==> src/rtl/beep_sfx_sequencer_if.sv <==
// beep_sfx_sequencer_if -- game-event request and tone-output bundle for the
// sound-effect sequencer.
//   gamemode    : game state, 2'b01 = playing (master -> slave)
//   evt_jump    : single-cycle jump sound request
//   evt_hit     : single-cycle collision sound request
//   evt_over    : single-cycle game-over sound request
//   tone_period : clk cycles per tone period, 0 = silence (slave -> master)
//   tone_on     : high while a step is sounding
//   busy        : sequencer active or requests pending
//   evt_drop    : one-cycle pulse when a request is discarded (queue full)
interface beep_sfx_sequencer_if;
  logic [1:0]  gamemode;
  logic        evt_jump;
  logic        evt_hit;
  logic        evt_over;
  logic [19:0] tone_period;
  logic        tone_on;
  logic        busy;
  logic        evt_drop;

  modport master (
    output gamemode, evt_jump, evt_hit, evt_over,
    input  tone_period, tone_on, busy, evt_drop
  );

  modport slave (
    input  gamemode, evt_jump, evt_hit, evt_over,
    output tone_period, tone_on, busy, evt_drop
  );
endinterface

==> src/rtl/beep_sfx_sequencer.sv <==
// beep_sfx_sequencer -- queues game sound requests and plays them as
// sequences of fixed-length tone steps separated by silent gaps.
//   clk, rst : system clock, synchronous active-high reset
//   bus      : beep_sfx_sequencer_if.slave (requests in, tone/status out)
// Parameters:
//   TICK_CYCLES : clk cycles per 1 ms tick
//   GAP_TICKS   : silent ticks between consecutive steps
// Build option:
//   BEEP_SFX_PREEMPT_EN : an accepted game-over request flushes the queue and
//                         aborts the current effect to start game-over at once.
module beep_sfx_sequencer #(
  parameter int unsigned TICK_CYCLES = 100000,
  parameter int unsigned GAP_TICKS   = 10
) (
  input logic                 clk,
  input logic                 rst,
  beep_sfx_sequencer_if.slave bus
);

  typedef enum logic [1:0] {IDLE = 2'd0, PLAY = 2'd1, GAP = 2'd2} state_t;
  typedef enum logic [1:0] {FX_JUMP = 2'd0, FX_HIT = 2'd1, FX_OVER = 2'd2} fx_t;

  function automatic logic [19:0] step_note(input fx_t fx, input logic [1:0] idx);
    logic [19:0] n;
    n = '0;
    case (fx)
      FX_JUMP: n = (idx == 2'd0) ? 20'd191204 : 20'd170357;
      FX_HIT:  n = 20'd381678;
      FX_OVER: begin
        case (idx)
          2'd0:    n = 20'd255101;
          2'd1:    n = 20'd303030;
          default: n = 20'd381678;
        endcase
      end
      default: n = '0;
    endcase
    return n;
  endfunction

  function automatic logic [7:0] step_len(input fx_t fx, input logic [1:0] idx);
    logic [7:0] l;
    l = 8'd1;
    case (fx)
      FX_JUMP: l = 8'd30;
      FX_HIT:  l = 8'd80;
      FX_OVER: l = (idx == 2'd2) ? 8'd200 : 8'd100;
      default: l = 8'd1;
    endcase
    return l;
  endfunction

  function automatic logic step_last(input fx_t fx, input logic [1:0] idx);
    logic last;
    last = 1'b1;
    case (fx)
      FX_JUMP: last = (idx == 2'd1);
      FX_HIT:  last = 1'b1;
      FX_OVER: last = (idx == 2'd2);
      default: last = 1'b1;
    endcase
    return last;
  endfunction

  state_t      state, state_next;
  fx_t         cur_fx;
  logic [1:0]  step_idx;
  logic [31:0] tick_cnt, dur_cnt;

  fx_t         fifo_mem [4];
  logic [1:0]  wr_ptr, rd_ptr;
  logic [2:0]  fifo_cnt;

  logic [19:0] tone_period_q;
  logic        tone_on_q, drop_q;

  logic        gm_play, req_valid, preempt;
  fx_t         req_fx;
  logic        fifo_full, fifo_empty, push, pop, drop_next;
  logic        tick_done, seg_done, last_step, restart;
  logic [31:0] seg_len;
  logic [19:0] cur_note;

  always_comb begin
    gm_play    = (bus.gamemode == 2'b01);
    req_valid  = gm_play && (bus.evt_over || bus.evt_hit || bus.evt_jump);
    req_fx     = bus.evt_over ? FX_OVER : (bus.evt_hit ? FX_HIT : FX_JUMP);
`ifdef BEEP_SFX_PREEMPT_EN
    preempt    = gm_play && bus.evt_over;
`else
    preempt    = 1'b0;
`endif
    fifo_full  = (fifo_cnt == 3'd4);
    fifo_empty = (fifo_cnt == 3'd0);
    pop        = gm_play && (state == IDLE) && !fifo_empty && !preempt;
    // A full queue still accepts a push when the head leaves in the same cycle.
    push       = req_valid && !preempt && (!fifo_full || pop);
    drop_next  = req_valid && !preempt && fifo_full && !pop;

    cur_note   = step_note(cur_fx, step_idx);
    last_step  = step_last(cur_fx, step_idx);
    seg_len    = (state == PLAY) ? {24'd0, step_len(cur_fx, step_idx)}
                                 : 32'(GAP_TICKS);
    // Nested tick/duration counting keeps the longest step free of wrap.
    tick_done  = (tick_cnt == 32'(TICK_CYCLES) - 32'd1);
    seg_done   = tick_done && (dur_cnt == seg_len - 32'd1);

    state_next = state;
    if (!gm_play) begin
      state_next = IDLE;
    end else if (preempt) begin
      state_next = PLAY;
    end else begin
      case (state)
        IDLE:    if (pop) state_next = PLAY;
        PLAY:    if (seg_done) state_next = GAP;
        GAP:     if (seg_done) state_next = last_step ? IDLE : PLAY;
        default: state_next = IDLE;
      endcase
    end
    restart = (state_next != state) || preempt;
  end

  always_ff @(posedge clk) begin
    if (rst) state <= IDLE;
    else     state <= state_next;
  end

  always_ff @(posedge clk) begin
    if (rst || restart || state_next == IDLE) begin
      tick_cnt <= '0;
      dur_cnt  <= '0;
    end else if (tick_done) begin
      tick_cnt <= '0;
      dur_cnt  <= dur_cnt + 32'd1;
    end else begin
      tick_cnt <= tick_cnt + 32'd1;
    end
  end

  always_ff @(posedge clk) begin
    if (rst) begin
      cur_fx   <= FX_JUMP;
      step_idx <= '0;
    end else if (preempt) begin
      cur_fx   <= FX_OVER;
      step_idx <= '0;
    end else if (pop) begin
      cur_fx   <= fifo_mem[rd_ptr];
      step_idx <= '0;
    end else if (state == GAP && state_next == PLAY) begin
      step_idx <= step_idx + 2'd1;
    end
  end

  always_ff @(posedge clk) begin
    if (push) fifo_mem[wr_ptr] <= req_fx;
  end

  always_ff @(posedge clk) begin
    if (rst || !gm_play || preempt) begin
      wr_ptr   <= '0;
      rd_ptr   <= '0;
      fifo_cnt <= '0;
    end else begin
      if (push) wr_ptr <= wr_ptr + 2'd1;
      if (pop)  rd_ptr <= rd_ptr + 2'd1;
      case ({push, pop})
        2'b10:   fifo_cnt <= fifo_cnt + 3'd1;
        2'b01:   fifo_cnt <= fifo_cnt - 3'd1;
        default: fifo_cnt <= fifo_cnt;
      endcase
    end
  end

  // Outputs follow the registered state one edge later; a preempting
  // game-over bypasses that lag so its first note appears on the accept edge.
  always_ff @(posedge clk) begin
    if (rst || !gm_play) begin
      tone_period_q <= '0;
      tone_on_q     <= 1'b0;
    end else if (preempt) begin
      tone_period_q <= 20'd255101;
      tone_on_q     <= 1'b1;
    end else begin
      tone_period_q <= (state == PLAY) ? cur_note : '0;
      tone_on_q     <= (state == PLAY);
    end
  end

  always_ff @(posedge clk) begin
    if (rst) drop_q <= 1'b0;
    else     drop_q <= drop_next;
  end

  assign bus.tone_period = tone_period_q;
  assign bus.tone_on     = tone_on_q;
  assign bus.evt_drop    = drop_q;
  assign bus.busy        = (state != IDLE) || !fifo_empty;

endmodule

==> src/flat_wrapper.sv <==
// flat-port wrapper written by rule: the top's interface ports become plain ports
module beep_sfx_sequencer_flat 
#(
  parameter int unsigned TICK_CYCLES = 100000,
  parameter int unsigned GAP_TICKS   = 10
)
  (clk, rst, bus_gamemode, bus_evt_jump, bus_evt_hit, bus_evt_over, bus_tone_period, bus_tone_on, bus_busy, bus_evt_drop);
  beep_sfx_sequencer_if bus_i ();
  input logic clk;
  input logic rst;
  input wire logic [$bits(bus_i.gamemode)-1:0] bus_gamemode;
  input wire logic [$bits(bus_i.evt_jump)-1:0] bus_evt_jump;
  input wire logic [$bits(bus_i.evt_hit)-1:0] bus_evt_hit;
  input wire logic [$bits(bus_i.evt_over)-1:0] bus_evt_over;
  output wire logic [$bits(bus_i.tone_period)-1:0] bus_tone_period;
  output wire logic [$bits(bus_i.tone_on)-1:0] bus_tone_on;
  output wire logic [$bits(bus_i.busy)-1:0] bus_busy;
  output wire logic [$bits(bus_i.evt_drop)-1:0] bus_evt_drop;
  assign bus_i.gamemode = bus_gamemode;
  assign bus_i.evt_jump = bus_evt_jump;
  assign bus_i.evt_hit = bus_evt_hit;
  assign bus_i.evt_over = bus_evt_over;
  assign bus_tone_period = bus_i.tone_period;
  assign bus_tone_on = bus_i.tone_on;
  assign bus_busy = bus_i.busy;
  assign bus_evt_drop = bus_i.evt_drop;
  beep_sfx_sequencer #(.TICK_CYCLES(TICK_CYCLES), .GAP_TICKS(GAP_TICKS)) u_core (.clk(clk), .rst(rst), .bus(bus_i));
endmodule
==> config.mk <==
export PLATFORM = sky130hd
export DESIGN_NAME = beep_sfx_sequencer_flat
export DESIGN_NICKNAME = d
export VERILOG_FILES = /design/src/rtl/beep_sfx_sequencer_if.sv /design/src/rtl/beep_sfx_sequencer.sv /design/src/flat_wrapper.sv
export SDC_FILE = /design/constraint.sdc
export NUM_CORES = 1
export LEC_CHECK = 0
export CAP_MARGIN = 20
export CORE_MARGIN = 1.5
export CORE_UTILIZATION = 54
export DETAILED_ROUTE_END_ITERATION = 7
export GPL_ROUTABILITY_DRIVEN = 0
export GPL_TIMING_DRIVEN = 1
export HOLD_SLACK_MARGIN = 0.08
export PLACE_DENSITY = 0.74
export SYNTH_ARGS = -nofsm -noshare
export SYNTH_HDL_FRONTEND = slang
export SYNTH_SLANG_ARGS = --single-unit
export TNS_END_PERCENT = 10
==> constraint.sdc <==
create_clock -name clk -period 3.4 [get_ports clk]
set_clock_uncertainty 0.05 [all_clocks]
set_input_delay 0.34 -clock clk [delete_from_list [all_inputs] [get_ports clk]]
set_output_delay 0.34 -clock clk [all_outputs]
set_load 0.005 [all_outputs]
==> results.yml, run 1 <==
routing:
  wl_per_cell_um: 15.6
  drt_iter0_markers: 267
  drc_errors: 0
  drtAntennaViolNets: 0
  wl_mm: 12.1
  first_pass_iters: 7
  viasPerCell: 5.98
  dr_total_vias: 4651
synth:
  synth_fa_ha_area_share_pct: 4.57
  synth_xor_area_share_pct: 11.9
  synth_top_cells_by_area: "dfxtp_1 35%, xor2_1 6.7%, nor4_1 5.2%, xnor2_1 5.2%, nor3_1 4.8%"
  synth_cell_type_count: 57
  synth_top_cell_area_share_pct: 34.7
  ys_seq_elements: 101
  muxShareOfSynthArea_pct: 1.96
  syn_nets: 637
  synth_flop_cell: "dfxtp_1"
  post_synth.cell_area_avg_sq_um: 8.79
  yosys.area_share.simple_pct: 31.4
  async_flop_share_pct: 0
  synth_top_family_by_area: "simple AND/OR/NAND/NOR gates"
  netlist_area_sq_um: 5370
  ys_seq_area_share_pct: 39.2
  synth-edff-count: 8
  netlist.top_cell.by_area: "dfxtp_1"
  synth_compound_area_share_pct: 6.29
  ys_warn_count: 0
  synth_cells: 611
global_routing:
  grt_antenna_before_repair: 0
  grt.overflow.total: 0
  grt_pass1_vias: 4206
  grt_usage_pct: 23.3
  grt_first_pass_wirelength_mm: 19.6
  grt_max_degree: 52
finish:
  drive_gt1_share_pct: 12.7
  final_cell_mix: "91 x dfxtp_1, 49 x nor3_1, 43 x nor4_1"
  syn2layout_area_growth_pct: 17.2
  final_common_cell: "dfxtp_1"
  nets: 666
  antennaDiodeCount: 0
  fin_cells: 778
  fin_area_sq_um: 6290
placed_design:
  numPortBuffers: 28
  placed_area_sq_um: 5840
  hpwl_mm: 8.14
  dpl.cell_count: 754
sta:
  setup_slack_ns: -0.0285
  grt_setup_unrepaired: "true"
  final.min_clock_period_ns: 3.43
  setup_tns_ns: -0.0570
  finalCritPeriodShare_pct: 101
  setup_viol: 3
  timing.hold.ws_ns: 0.435
  final-hold-violation-count: 0
  slew-limit-headroom_pct: 61.3
  worst_pin_slew_ns: 0.575
  maxSlewViolCount: 0
  max_clock_freq_ghz: 0.292
power_and_ir_drop:
  p_int_mw: 1.56
  p_seq_share_pct: 60.3
  combPwrFrac_pct: 1.8
  peakVddDrop_uv: 175
  power.density_nw_per_um2: 316
  p_switching_mw: 0.430
  clockPowerShare_pct: 37.9
  p_leak_nw: 2.01
  p_total_mw: 1.99
  swShare_pct: 21.6
cts:
  path_clk_slew_ns: 0.09
  cts.hold.buffers_added: 0
  cts_root_buf: "clkbuf_8"
  cts_tree: "built"
  h-tree-depth: 3
  numCtsBuffers: 9
  clock_path_buffers: 2
  clock_latency_ns: 0.38
  cts.sinks: 101
run_status:
  violations: "negative setup slack"
  status: "finished, violations left"
floorplan:
  die-area_sq_um: 10500
  rows: 36
  coreArea_sq_um: 9730
  die_h_um: 103
  start_util_pct: 55.2
  die_x_um: 103
  ioPinCount: 30
critical_path:
  start_kind: "flip-flop"
  path_class: "reg2reg"
  arrival_ns: 3.69
  worst-path-max-fanout: 4
  crit_required_ns: 3.66
  cp-end-kind: "flip-flop"
hold_path:
  hold_class: "reg2reg"
job:
  maxCapViolCount: 0
-- power by group through the flow --
stage | sequential [mW] | clock, mW | combinational (mW)
3_5_place_dp | 1.23 | 0 | 0.0343
4_1_cts | 1.20 | 0.772 | 0.0344
3_3_place_gp | 1.23 | 0 | 0.0328
5_1_grt | 1.20 | 0.810 | 0.0401
6_report | 1.20 | 0.754 | 0.0357
2_1_floorplan | 1.23 | 0 | 0.0197
-- logic make-up (layout without fill, tap and decap cells) --
logic type / after synthesis / count (layout)
other: 1 / 1
and+or+nand+nor: 300 / 300
muxes: 8 / 8
AOI/OAI and AO/OA: 51 / 51
xor gates and xnor gates: 73 / 73
buffers and inverters: 58 / 92
DFF: 101 / 101
adders and majority gates: 19 / 19
-- layout make-up --
cell class	instances	area, sq um
fill	809	3440
multi-input combinational	452	3170
sequential	101	2110
timing repair buffer	58	574
clock buffer	13	179
tap	133	166
inverter	18	72.6
clock inverter	3	17.5
-- worst paths after layout --
check / startpoint / to / slack (ns) / depth (start not counted)
min reg2reg: u_core.tick_cnt[0] / u_core.tick_cnt[0] / 0.44 / 1
min: u_core.tick_cnt[0] / u_core.tick_cnt[0] / 0.44 / 1
max reg2reg: u_core.cur_fx[1] / u_core.state[1] / -0.03 / 12
max: u_core.cur_fx[1] / u_core.state[1] / -0.03 / 12
-- routing by layer --
metal,routed length [um],GRT usage [%],up-vias
met3,665,3.66,29
met5,0,0,-
met2,5650,37.5,144
li1,-,-,2255
met1,5510,31.2,2223
met4,284,10.0,0
-- what timing repair did --
action,CTS,global route
cloned,0,3
gates resized for setup,1,38
setup endpoints to repair,2,67
pin swaps,1,7
buffers inserted,1,4
-- worst max-delay path: stages (launching register included) --
cell       delay, ns
dfxtp_4         0.38
buf_6           0.13
ha_4            0.17
or3b_4          0.41
nor3_4          0.25
ha_4            0.17
and4_4          0.23
nor2_4          0.05
nor4_2          0.33
o2111ai_1       0.20
or4_4           0.46
or4_1           0.40
a21oi_1         0.14
-- state kept, by name, summed over array words and instances (netlist names) --
register and flops:
u_core.fifo_cnt 3, u_core.tick_cnt 32, u_core.wr_ptr 2, u_core.fifo_mem 8, u_core.bus.tone_period 14, u_core.bus.tone_on 1, u_core.step_idx 2, u_core.cur_fx 2
u_core.state 2, u_core.bus.evt_drop 1, u_core.rd_ptr 2, u_core.dur_cnt 32
-- Yosys cell counts (all sizes together) (8+ instances only) --
| library cell | n |
|---|---|
| and3 | 12 |
| nand2b | 8 |
| nor3 | 51 |
| nand4 | 22 |
| clkbuf | 24 |
| xnor2 | 32 |
| xor2 | 41 |
| nand3 | 31 |
| buf | 16 |
| inv | 18 |
| ha | 18 |
| edfxtp | 8 |
| nand2 | 36 |
| nor2 | 41 |
| nor4 | 46 |
| nor2b | 8 |
| o21ai | 11 |
| dfxtp | 93 |
| and4 | 9 |
| a21oi | 17 |
-- per-stage QoR --
| step | util (%) | setup WS, ns |
|---|---|---|
| after floorplan | - | -0.0434 |
| after CTS | 62.2 | 0.0104 |
| final | 64.6 | -0.0285 |
| after global routing | 64.6 | -0.208 |
| after global placement | 60.0 | 0.0538 |
| after detailed placement | 60.0 | -0.0417 |
Power figures use the tool's default switching activity.
==> run 2, diff against run 1 <==
--- a/config.mk
+++ b/config.mk
@@ -7,12 +7,13 @@
 export LEC_CHECK = 0
 export CAP_MARGIN = 20
 export CORE_MARGIN = 1.5
-export CORE_UTILIZATION = 54
+export CORE_UTILIZATION = 56
+export CTS_BUF_LIST = sky130_fd_sc_hd__clkbuf_8
 export DETAILED_ROUTE_END_ITERATION = 7
 export GPL_ROUTABILITY_DRIVEN = 0
 export GPL_TIMING_DRIVEN = 1
 export HOLD_SLACK_MARGIN = 0.08
-export PLACE_DENSITY = 0.74
+export PLACE_DENSITY = 0.76
 export SYNTH_ARGS = -nofsm -noshare
 export SYNTH_HDL_FRONTEND = slang
 export SYNTH_SLANG_ARGS = --single-unit
==> run 2 against run 1 <==
Against the previous run: the run still ends with negative setup slack left; critical path type unchanged; clock-buffer cell count shrank 3; worst hold slack gained 0.012 ns; die area shrank 3.5%; design area is essentially flat; critical endpoint unchanged.
==> results.yml, run 2 (synthesized netlist as in run 1, its figures left out) <==
floorplan:
  start_util_pct: 57.8
  coreArea_sq_um: 9280
  die_h_um: 101
  ioPinCount: 30
  die_x_um: 101
  rows: 35
  die-area_sq_um: 10200
routing:
  drt_iter0_markers: 277
  wl_per_cell_um: 16.0
  dr_total_vias: 4643
  viasPerCell: 5.99
  drc_errors: 0
  wl_mm: 12.4
  drtAntennaViolNets: 0
  first_pass_iters: 5
sta:
  max_clock_freq_ghz: 0.290
  setup_slack_ns: -0.0484
  setup_viol: 3
  worst_pin_slew_ns: 0.550
  maxSlewViolCount: 0
  grt_setup_unrepaired: "true"
  final.min_clock_period_ns: 3.45
  finalCritPeriodShare_pct: 101
  slew-limit-headroom_pct: 62.3
  final-hold-violation-count: 0
  setup_tns_ns: -0.0627
cts:
  cts_root_buf: "clkbuf_8"
  path_clk_slew_ns: 0.10
  clock_path_buffers: 2
  numCtsBuffers: 9
  cts_tree: "built"
  cts.hold.buffers_added: 0
  clock_latency_ns: 0.37
  cts.sinks: 101
  h-tree-depth: 3
global_routing:
  grt_pass1_vias: 4284
  grt_antenna_before_repair: 0
  grt_first_pass_wirelength_mm: 19.7
  grt.overflow.total: 0
  grt_usage_pct: 23.8
  grt_max_degree: 50
finish:
  seqCellArea_sq_um: 2110
  nFillCells: 772
  antennaDiodeCount: 0
  fin_area_sq_um: 6280
  multi_input_area_sq_um: 3130
  final_common_cell: "dfxtp_1"
  nets: 667
  drive_gt1_share_pct: 12.1
  final_core_util_pct: 67.7
  syn2layout_area_growth_pct: 17.1
  final_cell_mix: "91 x dfxtp_1, 49 x nor3_1, 44 x nor4_1"
power_and_ir_drop:
  power.density_nw_per_um2: 332
  peakVddDrop_uv: 269
  p_leak_nw: 2.04
  p_total_mw: 2.09
run_status:
  status: "finished, violations left"
  violations: "negative setup slack"
critical_path:
  arrival_ns: 3.69
  cp-end-kind: "flip-flop"
  start_kind: "flip-flop"
  worst-path-max-fanout: 4
  path_class: "reg2reg"
  crit_required_ns: 3.64
hold_path:
  hold_class: "reg2reg"
placed_design:
  hpwl_mm: 8.08
  placed_area_sq_um: 5830
  numPortBuffers: 28
job:
  maxCapViolCount: 0
==> run 2: changes by cell type in the layout (fill, tap and decap cells not counted), sizes merged <==
cell,change
buf,+1
bufinv,+2
clkbuf,-3
clkinv,-1
clkinvlp,-1
inv,+3
==> run 2: repair_timing <==
action,CTS,global route
resized for setup,5,28
pin swaps,3,3
setup endpoints to repair,3,68
cloned,0,3
buffers inserted,4,4
endpoints found under the hold margin,0,0
==> run 2: report_power, final <==
| group | switching (mW) | internal [mW] |
|---|---|---|
| clock network | 0.417 | 0.437 |
| registers | 0.00132 | 1.20 |
| logic | 0.0183 | 0.0171 |
==> run 2: layer usage <==
layer,routed length [um],up-vias,track usage (%)
met5,0,-,0
met4,306,0,8.65
met3,644,32,4.23
met2,5920,132,39.1
met1,5570,2223,31.4
li1,-,2256,-
==> run 2: final timing paths <==
path | start | to | slack, ns | cells past startpoint
worst max-delay path | u_core.cur_fx[0] | u_core.state[1] | -0.05 | 12
worst min-delay path | u_core.tick_cnt[0] | u_core.tick_cnt[0] | 0.45 | 1
worst max register to register | u_core.cur_fx[0] | u_core.state[1] | -0.05 | 12
worst min register to register | u_core.tick_cnt[0] | u_core.tick_cnt[0] | 0.45 | 1
==> run 2: layout make-up <==
cell class	instances	area share (%)
clock inverter	6	1.37
sequential	101	33.6
inverter	18	1.15
tap	129	2.57
multi-input combinational	452	49.8
timing repair buffer	59	9.34
clock buffer	10	2.19
==> run 2: per-stage QoR <==
| stage | std cells | hold slack (ns) | setup WS (ns) |
|---|---|---|---|
| 2_1_floorplan | 611 | 0.355 | -0.0434 |
| 3_3_place_gp | 749 | 0.417 | 0.0238 |
| 3_5_place_dp | 749 | 0.436 | -0.0611 |
| 4_1_cts | 769 | 0.450 | -0.0122 |
| 5_1_grt | 775 | 0.471 | -0.141 |
| 6_report | 775 | 0.447 | -0.0484 |
==> run 2: worst max-delay path, cell delays in order, from the launching register on <==
cell,delay (ns)
dfxtp_4,0.40
inv_4,0.06
ha_4,0.16
or4_4,0.54
nor3_4,0.20
ha_4,0.17
and4_1,0.21
nor2_2,0.07
nor4_1,0.33
o2111ai_1,0.19
or4_4,0.45
or4_1,0.40
a21oi_1,0.14
